<file path="src/rtl/fetch_queue_stage_pkg.sv">
// Shared defaults and fetch-state encoding for the fetch queue stage.
package fetch_queue_stage_pkg;
    localparam int          VIRT_ADDR_WIDTH = 32;
    localparam int          INST_WIDTH      = 32;
    localparam logic [31:0] RESET_PC        = 32'h0000_1000;

    typedef enum logic [1:0] {
        FETCH = 2'd0,
        WAIT  = 2'd1,
        MISS  = 2'd2
    } fetch_state_e;
endpackage

</file>
<file path="src/rtl/fetch_queue_stage_fifo.sv">
// Power-of-two circular buffer with push/pop/flush; flush wins over push and pop.
module fetch_fifo #(
    parameter int  WIDTH = 8,
    parameter int  DEPTH = 4,
    localparam int PTR_W = $clog2(DEPTH),
    localparam int CNT_W = $clog2(DEPTH + 1)
) (
    input  logic             clk,
    input  logic             reset,
    input  logic             push,
    input  logic             pop,
    input  logic             flush,
    input  logic [WIDTH-1:0] wdata,
    output logic [WIDTH-1:0] rdata,
    output logic [CNT_W-1:0] count,
    output logic             full,
    output logic             empty
);
    logic [WIDTH-1:0] mem [DEPTH];
    logic [PTR_W-1:0] wr_ptr;
    logic [PTR_W-1:0] rd_ptr;
    logic             do_push;
    logic             do_pop;

    assign full    = (count == CNT_W'(DEPTH));
    assign empty   = (count == '0);
    assign do_push = push && (!full || pop);
    assign do_pop  = pop && !empty;
    assign rdata   = mem[rd_ptr];

    always_ff @(posedge clk or negedge reset) begin
        if (!reset) begin
            wr_ptr <= '0;
            rd_ptr <= '0;
            count  <= '0;
        end else if (flush) begin
            wr_ptr <= '0;
            rd_ptr <= '0;
            count  <= '0;
        end else begin
            if (do_push) wr_ptr <= wr_ptr + PTR_W'(1);
            if (do_pop)  rd_ptr <= rd_ptr + PTR_W'(1);
            count <= count + CNT_W'(do_push) - CNT_W'(do_pop);
        end
    end

    // Storage carries no reset; occupancy alone decides what is visible.
    always_ff @(posedge clk) begin
        if (do_push && !flush) mem[wr_ptr] <= wdata;
    end
endmodule

</file>
<file path="src/rtl/fetch_queue_stage.sv">
// Fetch stage: PC owner, single-outstanding I-cache request, miss replay, redirect flush.
// Optional performance counters are enabled with `define FETCH_PERF_CNT_EN.
module fetch_queue_stage #(
    parameter int                         VIRT_ADDR_WIDTH = fetch_queue_stage_pkg::VIRT_ADDR_WIDTH,
    parameter int                         INST_WIDTH      = fetch_queue_stage_pkg::INST_WIDTH,
    parameter int                         FIFO_DEPTH      = 4,
    parameter logic [VIRT_ADDR_WIDTH-1:0] RESET_PC        = VIRT_ADDR_WIDTH'(fetch_queue_stage_pkg::RESET_PC),
    parameter int                         PC_STEP         = 4
) (
    input  logic                       clk,
    input  logic                       reset,
    input  logic                       branch_hit,
    input  logic [VIRT_ADDR_WIDTH-1:0] PCbranch,
    output logic                       ic_req,
    output logic [VIRT_ADDR_WIDTH-1:0] ic_addr,
    input  logic                       ic_rsp_valid,
    input  logic                       ic_rsp_hit,
    input  logic [INST_WIDTH-1:0]      ic_rsp_instr,
    input  logic                       ic_fill_done,
    output logic                       dec_valid,
    input  logic                       dec_ready,
    output logic [INST_WIDTH-1:0]      instruction,
    output logic [VIRT_ADDR_WIDTH-1:0] PCnext,
    output logic                       fetch_stall
`ifdef FETCH_PERF_CNT_EN
    ,
    output logic [31:0]                perf_fetched,
    output logic [31:0]                perf_miss,
    output logic [31:0]                perf_stall
`endif
);
    import fetch_queue_stage_pkg::*;

    localparam int                         ENTRY_W = INST_WIDTH + VIRT_ADDR_WIDTH;
    localparam int                         CNT_W   = $clog2(FIFO_DEPTH + 1);
    localparam int                         OCC_W   = CNT_W + 1;
    localparam logic [OCC_W-1:0]           DEPTH_L = OCC_W'(FIFO_DEPTH);
    localparam logic [VIRT_ADDR_WIDTH-1:0] STEP_L  = VIRT_ADDR_WIDTH'(PC_STEP);

    fetch_state_e                 state, state_n;
    logic [VIRT_ADDR_WIDTH-1:0]   pc, pc_n;
    logic [VIRT_ADDR_WIDTH-1:0]   req_addr;
    logic                         epoch, epoch_n;
    logic                         req_epoch, req_epoch_n;
    logic                         issue, push, pop, flush;
    logic                         can_issue;
    logic [OCC_W-1:0]             occ;
    logic [CNT_W-1:0]             count;
    logic                         full, empty;
    logic [ENTRY_W-1:0]           head;
    logic [ENTRY_W-1:0]           push_data;

    assign push_data = {ic_rsp_instr, req_addr + STEP_L};
    assign pop       = dec_valid && dec_ready && !branch_hit;

    fetch_fifo #(.WIDTH(ENTRY_W), .DEPTH(FIFO_DEPTH)) u_fifo (
        .clk   (clk),
        .reset (reset),
        .push  (push),
        .pop   (pop),
        .flush (flush),
        .wdata (push_data),
        .rdata (head),
        .count (count),
        .full  (full),
        .empty (empty)
    );

    // The in-flight request reserves a queue slot, so occupancy counts it in WAIT.
    always_comb begin
        state_n     = state;
        pc_n        = pc;
        epoch_n     = epoch;
        req_epoch_n = req_epoch;
        issue       = 1'b0;
        push        = 1'b0;
        flush       = 1'b0;
        occ         = OCC_W'(count) + ((state == WAIT) ? OCC_W'(1) : OCC_W'(0));
        can_issue   = reset && !full && (occ < DEPTH_L);
        if (branch_hit) begin
            flush   = 1'b1;
            pc_n    = PCbranch;
            epoch_n = ~epoch;
            state_n = FETCH;
        end else begin
            case (state)
                FETCH: begin
                    if (can_issue) begin
                        issue   = 1'b1;
                        state_n = WAIT;
                    end
                end
                WAIT: begin
                    if (ic_rsp_valid && (req_epoch == epoch)) begin
                        if (ic_rsp_hit) begin
                            push    = 1'b1;
                            state_n = FETCH;
                            if (can_issue) begin
                                issue   = 1'b1;
                                state_n = WAIT;
                            end
                        end else begin
                            pc_n    = req_addr;
                            state_n = MISS;
                        end
                    end else if (ic_rsp_valid) begin
                        state_n = FETCH;
                    end
                end
                MISS: begin
                    if (ic_fill_done) state_n = FETCH;
                end
                default: state_n = FETCH;
            endcase
            if (issue) begin
                pc_n        = pc + STEP_L;
                req_epoch_n = epoch;
            end
        end
    end

    always_ff @(posedge clk or negedge reset) begin
        if (!reset) begin
            state     <= FETCH;
            pc        <= RESET_PC;
            epoch     <= 1'b0;
            req_epoch <= 1'b0;
        end else begin
            state     <= state_n;
            pc        <= pc_n;
            epoch     <= epoch_n;
            req_epoch <= req_epoch_n;
        end
    end

    always_ff @(posedge clk) begin
        if (issue) req_addr <= pc;
    end

    assign ic_req      = issue;
    assign ic_addr     = pc;
    assign dec_valid   = !empty;
    assign instruction = dec_valid ? head[ENTRY_W-1 -: INST_WIDTH] : '0;
    assign PCnext      = dec_valid ? head[VIRT_ADDR_WIDTH-1:0] : '0;
    assign fetch_stall = (state == MISS);

`ifdef FETCH_PERF_CNT_EN
    always_ff @(posedge clk or negedge reset) begin
        if (!reset) begin
            perf_fetched <= '0;
            perf_miss    <= '0;
            perf_stall   <= '0;
        end else begin
            if (push && (perf_fetched != '1)) perf_fetched <= perf_fetched + 32'd1;
            if (!branch_hit && (state == WAIT) && ic_rsp_valid && (req_epoch == epoch)
                && !ic_rsp_hit && (perf_miss != '1))
                perf_miss <= perf_miss + 32'd1;
            if ((state == MISS) && (perf_stall != '1)) perf_stall <= perf_stall + 32'd1;
        end
    end
`endif
endmodule

</file>
<file path="config.mk">
export PLATFORM = sky130hd
export DESIGN_NAME = fetch_queue_stage
export DESIGN_NICKNAME = d
export VERILOG_FILES = /design/src/rtl/fetch_queue_stage_pkg.sv /design/src/rtl/fetch_queue_stage_fifo.sv /design/src/rtl/fetch_queue_stage.sv
export SDC_FILE = /design/constraint.sdc
export NUM_CORES = 1
export LEC_CHECK = 0
export BUFFER_PORTS_ARGS = -buffer_cell sky130_fd_sc_hd__buf_2
export CAP_MARGIN = 20
export CORE_ASPECT_RATIO = 0.75
export CORE_UTILIZATION = 37
export DETAILED_ROUTE_END_ITERATION = 7
export GPL_TIMING_DRIVEN = 0
export SLEW_MARGIN = 5
export SYNTH_ARGS = -nofsm -noshare
export SYNTH_HDL_FRONTEND = slang
export SYNTH_SLANG_ARGS = --single-unit
export TNS_END_PERCENT = 5
</file>
<file path="constraint.sdc">
create_clock -name clk -period 3.1 [get_ports clk]
set_clock_uncertainty 0.2 [all_clocks]
set_input_delay 0.31 -clock clk [delete_from_list [all_inputs] [get_ports clk]]
set_output_delay 0.31 -clock clk [all_outputs]
set_load 0.005 [all_outputs]
</file>
Word-level counts from Yosys, hierarchy flattened
Memory sizes are Yosys's and may differ from the RTL's. Cells that the tools add are included. Widths: inputs -> output; s select.

Muxes and demuxes: 34. Reductions and logical operators: 22. Bitwise gates (word level): 2. Magnitude comparators: 1. $add $sub $neg: 7. Eq/ne operators: 8.

Operators by type and width (number): $mux 32 (7); $add 32x3->32 const B (2); $mux 2 (10); $mux 1 (14); $logic_and 1x1->1 (8); $ne 3x3->1 const B (2); $pmux 2 s3 (1); $reduce_and 3->1 (2); $reduce_bool 3->1 (2); $add 2x1->2 const B (2); $add 3x1->4 (1); $logic_not 1->1 (4); $lt 4x3->1 const B (1); $ne 4x3->1 const B (1); $reduce_bool 2->1 (2); $add 3x1->3 (1); $eq 3x3->1 const B (1); $logic_not 3->1 (1); $mux 3 (1); $ne 3x2->1 const B (1); $sub 3x1->3 (1); $eq 2x1->1 const B (1); $eq 2x2->1 const B (1); $logic_not 2->1 (1); other kinds (5) (6).

Logic and storage cells: 83. Bits in registers: 75. Output and inout port bits: 99. Input bits: 71. Memory bits (writable): 256. Memories: 1.

Memory list: u_fifo.mem (depth 4, bits a word 64, rd ports 1, clocked after Yosys merged registers in 0, wr ports 1, line fetch_queue_stage_fifo.sv:19) `logic [WIDTH-1:0] mem [DEPTH];`.

Logic depth before layout (Yosys ltp)
Word-level depth: 12. Depth in mapped cells: 11. Gate-level depth less buffers: 10.

Cells and area by module
A second synthesis with hierarchy kept.

Cell total of the unflattened synthesis: 872. Area total of the unflattened synthesis: 14162.3 µm².

By module, submodules not included: fetch_fifo (cells each 382, sequential area each 7862.5 µm², area each 9690.5 µm², instances 1); fetch_queue_stage (cells each 490, sequential area each 1863.0 µm², area each 4471.8 µm², instances 1).

Worst setup path before layout
OpenSTA, ideal clock, no wires.

Kind: reg2reg. From: reg epoch. To: mem u_fifo.mem[1][0] (netlist name), enable pin. Library setup time: 0.429 ns. Path slack: -0.253 ns. Path buffers: 1. Arrival time: 2.724 ns. Stages on the path, launching flop included: 6. Period minus slack after synthesis: 3.353 ns. Required time: 2.471 ns. Cell sequence: dfrtp_1 xor2_2 nor3_1 and4_1 clkbuf_1 and2_1.

Word-level cells in the longest chain between the ends: 9.

Ends and longest elaborated chain: from (decl) (line fetch_queue_stage.sv:43) `logic epoch, epoch_n;`; from (signal assigned) (line fetch_queue_stage.sv:131) `epoch <= epoch_n;`; $eq 1x1->1 (line fetch_queue_stage.sv:94) `if (ic_rsp_valid && (req_epoch == epoch)) begin`; $logic_and 1x1->1 (line fetch_queue_stage.sv:94); $mux 1 (line fetch_queue_stage.sv:94); $mux 1 (line fetch_queue_stage.sv:86) `case (state)`; $mux 1 (line fetch_queue_stage.sv:80) `if (branch_hit) begin`; $logic_and 1x1->1 (line fetch_queue_stage_fifo.sv:27) `assign do_push = push && (!full || pop);`; $logic_and 1x1->1 (line fetch_queue_stage_fifo.sv:49) `if (do_push && !flush) mem[wr_ptr] <= wdata;`; $mux 1 (line fetch_queue_stage_fifo.sv:49); $mux 1 (not written as such) (line fetch_queue_stage_fifo.sv:49); to (decl) (line fetch_queue_stage_fifo.sv:19).

No other way between the ends.

Final worst setup path
From: reg u_fifo.rd_ptr[1]. To: out PCnext[19].

Word-level cells in the longest chain between the ends: 2.

Ends and longest elaborated chain: from (decl) (line fetch_queue_stage_fifo.sv:21) `logic [PTR_W-1:0] rd_ptr;`; from (signal assigned) (line fetch_queue_stage_fifo.sv:42) `if (do_pop) rd_ptr <= rd_ptr + PTR_W'(1);`; $mem_v2 4x64; $mux 32 (line fetch_queue_stage.sv:144) `assign PCnext = dec_valid ? head[VIRT_ADDR_WIDTH-1:0] : '0;`; to (decl) (line fetch_queue_stage.sv:23) `output logic [VIRT_ADDR_WIDTH-1:0] PCnext,`.

No other way between the ends.

==> results.md <==
- Worst Hold Launch: PCbranch[18]
- MaxCap Viol Count: 0
- Initial Utilization: 0.3788
- Asr flop ratio synth: 0.1299
- Post-DP HPWL: 22.60 mm
- Design area: 17,570 sq um
- VDD IR max: 0.0003758 V
- Worst R2R Setup Slack: 0.30 ns
- Full die area: 39,080 sq um
- Total CTS buffers: 35
- First-pass GRT wire length: 52.07 mm
- Hold WS: 0.04287 ns
- Cells after Synth: 871
- Status: completed
- Area growth syn-to-layout: 24.06%
- Hold WC Path Type: primary input to flop
- Crit path max fanout: 10
- Min cycle time layout: 2.956 ns
- Fin crit share: 0.9534
- Family with the most delay on the worst path: buffers and inverters
- Power Density: 710.0 nW/um^2
- Drt pass-1 iters: 6
- Setup WS pre-CTS: -0.3890 ns
- Seq/Total Area, Yosys: 0.6866
- Buffers added on ports: 169
- Worst slew pin tran: 0.7898 ns
- Worst-skew pair later-pin latency: 0.53 ns
- Final Hold Vio Count: 0
- CTS tree: yes
- Max Freq: 0.3383 GHz
- Cell-internal power: 8.915 mW
- Post-synth EDFFs: 288
- Yosys warnings: 0
- Crit. End Element: output port
- Switching share of total power: 0.2855
- Worst Path Class, Setup: flop to output port
- Worst Path Buf+Inv: 3
- Cell Area, Placed: 15,780 sq um
- Routed WL: 34.44 mm
- Crit-path max cell delay: 0.53 ns
- Clock Root Buffer: clkbuf_16
- Setup ws final: 0.1444 ns
- Gr ovfl total: 0
- Fraction of final layout cells sized beyond drive strength 1: 0.2877
- Setup bufs post-CTS: 0
- Wire per inst: 20.60 um
- Critical Path RT: 2.59 ns
- Residual DRC: 0
- Storage cell area: 9727 sq um
- Clock transition at path regs: 0.06 ns
- RSZ-0062 raised after global routing: true
- Clk pwr share: 0.318
- Reg power frac: 0.441
- Finished Layout Cells: 1,672
- Placer congestion estimate: 0.8637
- Longest Clk Path Bufs: 3
- Slew headroom: 0.4734
- Nets: 1,228
- Vias in the first global route: 8,453
- Setup violators final: 0
- Vias: 8,663
- Htree depth: 2
- Pins over their slew limit: 0
- Worst setup SP type: flop
- Slowest cell on the critical path: clkbuf_1
- Yosys cell types: 70
- Crit path from: u_fifo.rd_ptr[1]
- Dpl cells: 1,549
- Reg-to-reg startpoint: u_fifo.count[0]
- Mean Syn Cell Area: 16.26 sq um
- Clk sink count: 331
- Core box area: 37,400 sq um
- CP Cell Sequence: clkbuf_2, clkbuf_1, mux4_2, and2_1, buf_2
- IO Count: 170
- Pleak: 6.337 nW
- Initial antenna violation count: 0
- Antenna Violating Nets Remaining: 0
- Die extent in x: 227.9 um
- Top FF cell, synth: edfxtp_1
- Antenna Cells: 0
- Post-Syn Nets: 952
- Starting DRT DRC Count: 717
- Mapped Area: 14,160 sq um
- Worst EP arrival: 2.45 ns
- All-Layer GR Usage: 0.1771
- NetSw: 3.563 mW
- Area of the multi-input gates: 4183 sq um
- # rows: 61
- Comb power frac: 0.240
- Die height: 171.5 um
- FILL cells: 3,266
- Via density: 5.181
- #FFs+latches synth: 331
- Largest net degree at the start of global routing: 55
==> timing repair <==
item	in CTS	in global routing
cloned	0	1
endpoints found under the setup margin	62	12
resized for setup	18	6
hold buffers	64	0
hold endpoints to repair	202	0
==> per-stage QoR <==
stage	utilization	total power, mW	TNS, ns
floorplan	-	7.209	-48.56
global placement	0.4183	8.467	-339.58
detailed placement	0.4220	8.507	-0.8835
CTS	0.4689	12.60	0
global route	0.4699	13.09	-0.0005149
finish	0.4699	12.48	0
==> path summary, 6_finish.rpt <==
check | end | cells past startpoint
setup / recovery | PCnext[19] | 5
hold / removal | ic_addr[18] | 4
setup reg to reg | u_fifo.count[2] | 11
hold reg to reg | req_addr[1] | 0
max in group asynchronous | ic_addr[18] | 4
min in group asynchronous | ic_addr[10] | 2
==> flip-flops by register name, indices dropped and copies added (netlist names) <==
register	cells
u_fifo.wr_ptr	2
state	2
epoch	1
req_epoch	1
u_fifo.count	3
ic_addr	32
u_fifo.mem	256
req_addr	32
u_fifo.rd_ptr	2
==> synth_stat cells, drive strengths merged, types with 6 or more instances <==
cell type	n	share of area
nor2	52	0.014
xnor2	21	0.013
inv	17	0.0045
clkbuf	20	0.0053
buf	23	0.0094
a31oi	10	0.0044
o21ai	32	0.012
nand2	43	0.011
or3	7	0.0031
and3	15	0.0066
and4	6	0.0037
nand4	15	0.0081
mux4	64	0.10
ha	9	0.0079
nor3	9	0.0039
o211a	6	0.0042
mux2i	6	0.0042
a21oi	17	0.0063
dfrtp	42	0.074
o2bb2ai	6	0.0037
edfxtp	288	0.61
xor2	16	0.010
and2	71	0.031
nand3	22	0.0094
==> power by group through the flow <==
| stage | registers, mW | clock network, mW | logic, mW |
|---|---|---|---|
| floorplan | 5.49 | 0 | 1.72 |
| global placement | 5.58 | 0 | 2.89 |
| detailed placement | 5.59 | 0 | 2.92 |
| CTS | 5.50 | 4.07 | 3.04 |
| global route | 5.54 | 4.24 | 3.31 |
| finish | 5.51 | 3.97 | 3.00 |
==> final cells by class <==
| cell class | instances | area share |
|---|---|---|
| plain buffers | 43 | 0.01481 |
| flip-flops and latches | 331 | 0.5535 |
| repair buffers | 239 | 0.09398 |
| clock inverters | 11 | 0.007618 |
| clock buffers | 47 | 0.05240 |
| inverters | 17 | 0.003774 |
| well taps | 504 | 0.03588 |
| multi-input cells | 480 | 0.2380 |
==> per-layer routing <==
layer	share of wire	vias up	wire, um	track usage
li1	-	3952	-	-
met5	0	-	0	0
met1	0.47	4336	16020	0.2603
met4	0.015	0	532	0.03881
met3	0.077	42	2641	0.03631
met2	0.44	333	15240	0.2713
==> worst reg2reg max path: stages (launching register included) <==
cell and delay, ns:
dfrtp_1 0.44, or3_4 0.49, clkbuf_4 0.27, nand2_1 0.14
nor2_1 0.05, ha_1 0.28, inv_1 0.06, ha_1 0.13
inv_1 0.05, fa_1 0.37, xnor2_1 0.14, nor2_1 0.05
==> logic make-up (layout without fill, tap and decap cells) <==
logic type / after synthesis / in the layout / synth area share
flip-flops: 331 / 331 / 0.6866
AND/OR/NAND/NOR: 257 / 257 / 0.1024
AO/OA/AOI/OAI: 104 / 104 / 0.05150
multiplexers: 72 / 72 / 0.1076
buffers and inverters: 60 / 357 / 0.01917
XOR/XNOR: 37 / 37 / 0.02341
adder cells (fa/ha/maj): 10 / 10 / 0.009363
==> layout by cell type (no fill, tap or decap), drive strengths merged, types with 7 or more instances in the layout <==
cell type    instances
nand4               15
nor2                52
mux4                64
dlygate4sd3         63
and2                71
buf                194
nand2               43
nand3               22
clkbuf              70
o21ai               32
nor3                 9
and3                15
xnor2               21
ha                   9
dfrtp               42
xor2                16
or3                  7
inv                 18
a21oi               17
a31oi               10
edfxtp             288
No activity file was read; power rests on OpenSTA's default activity.
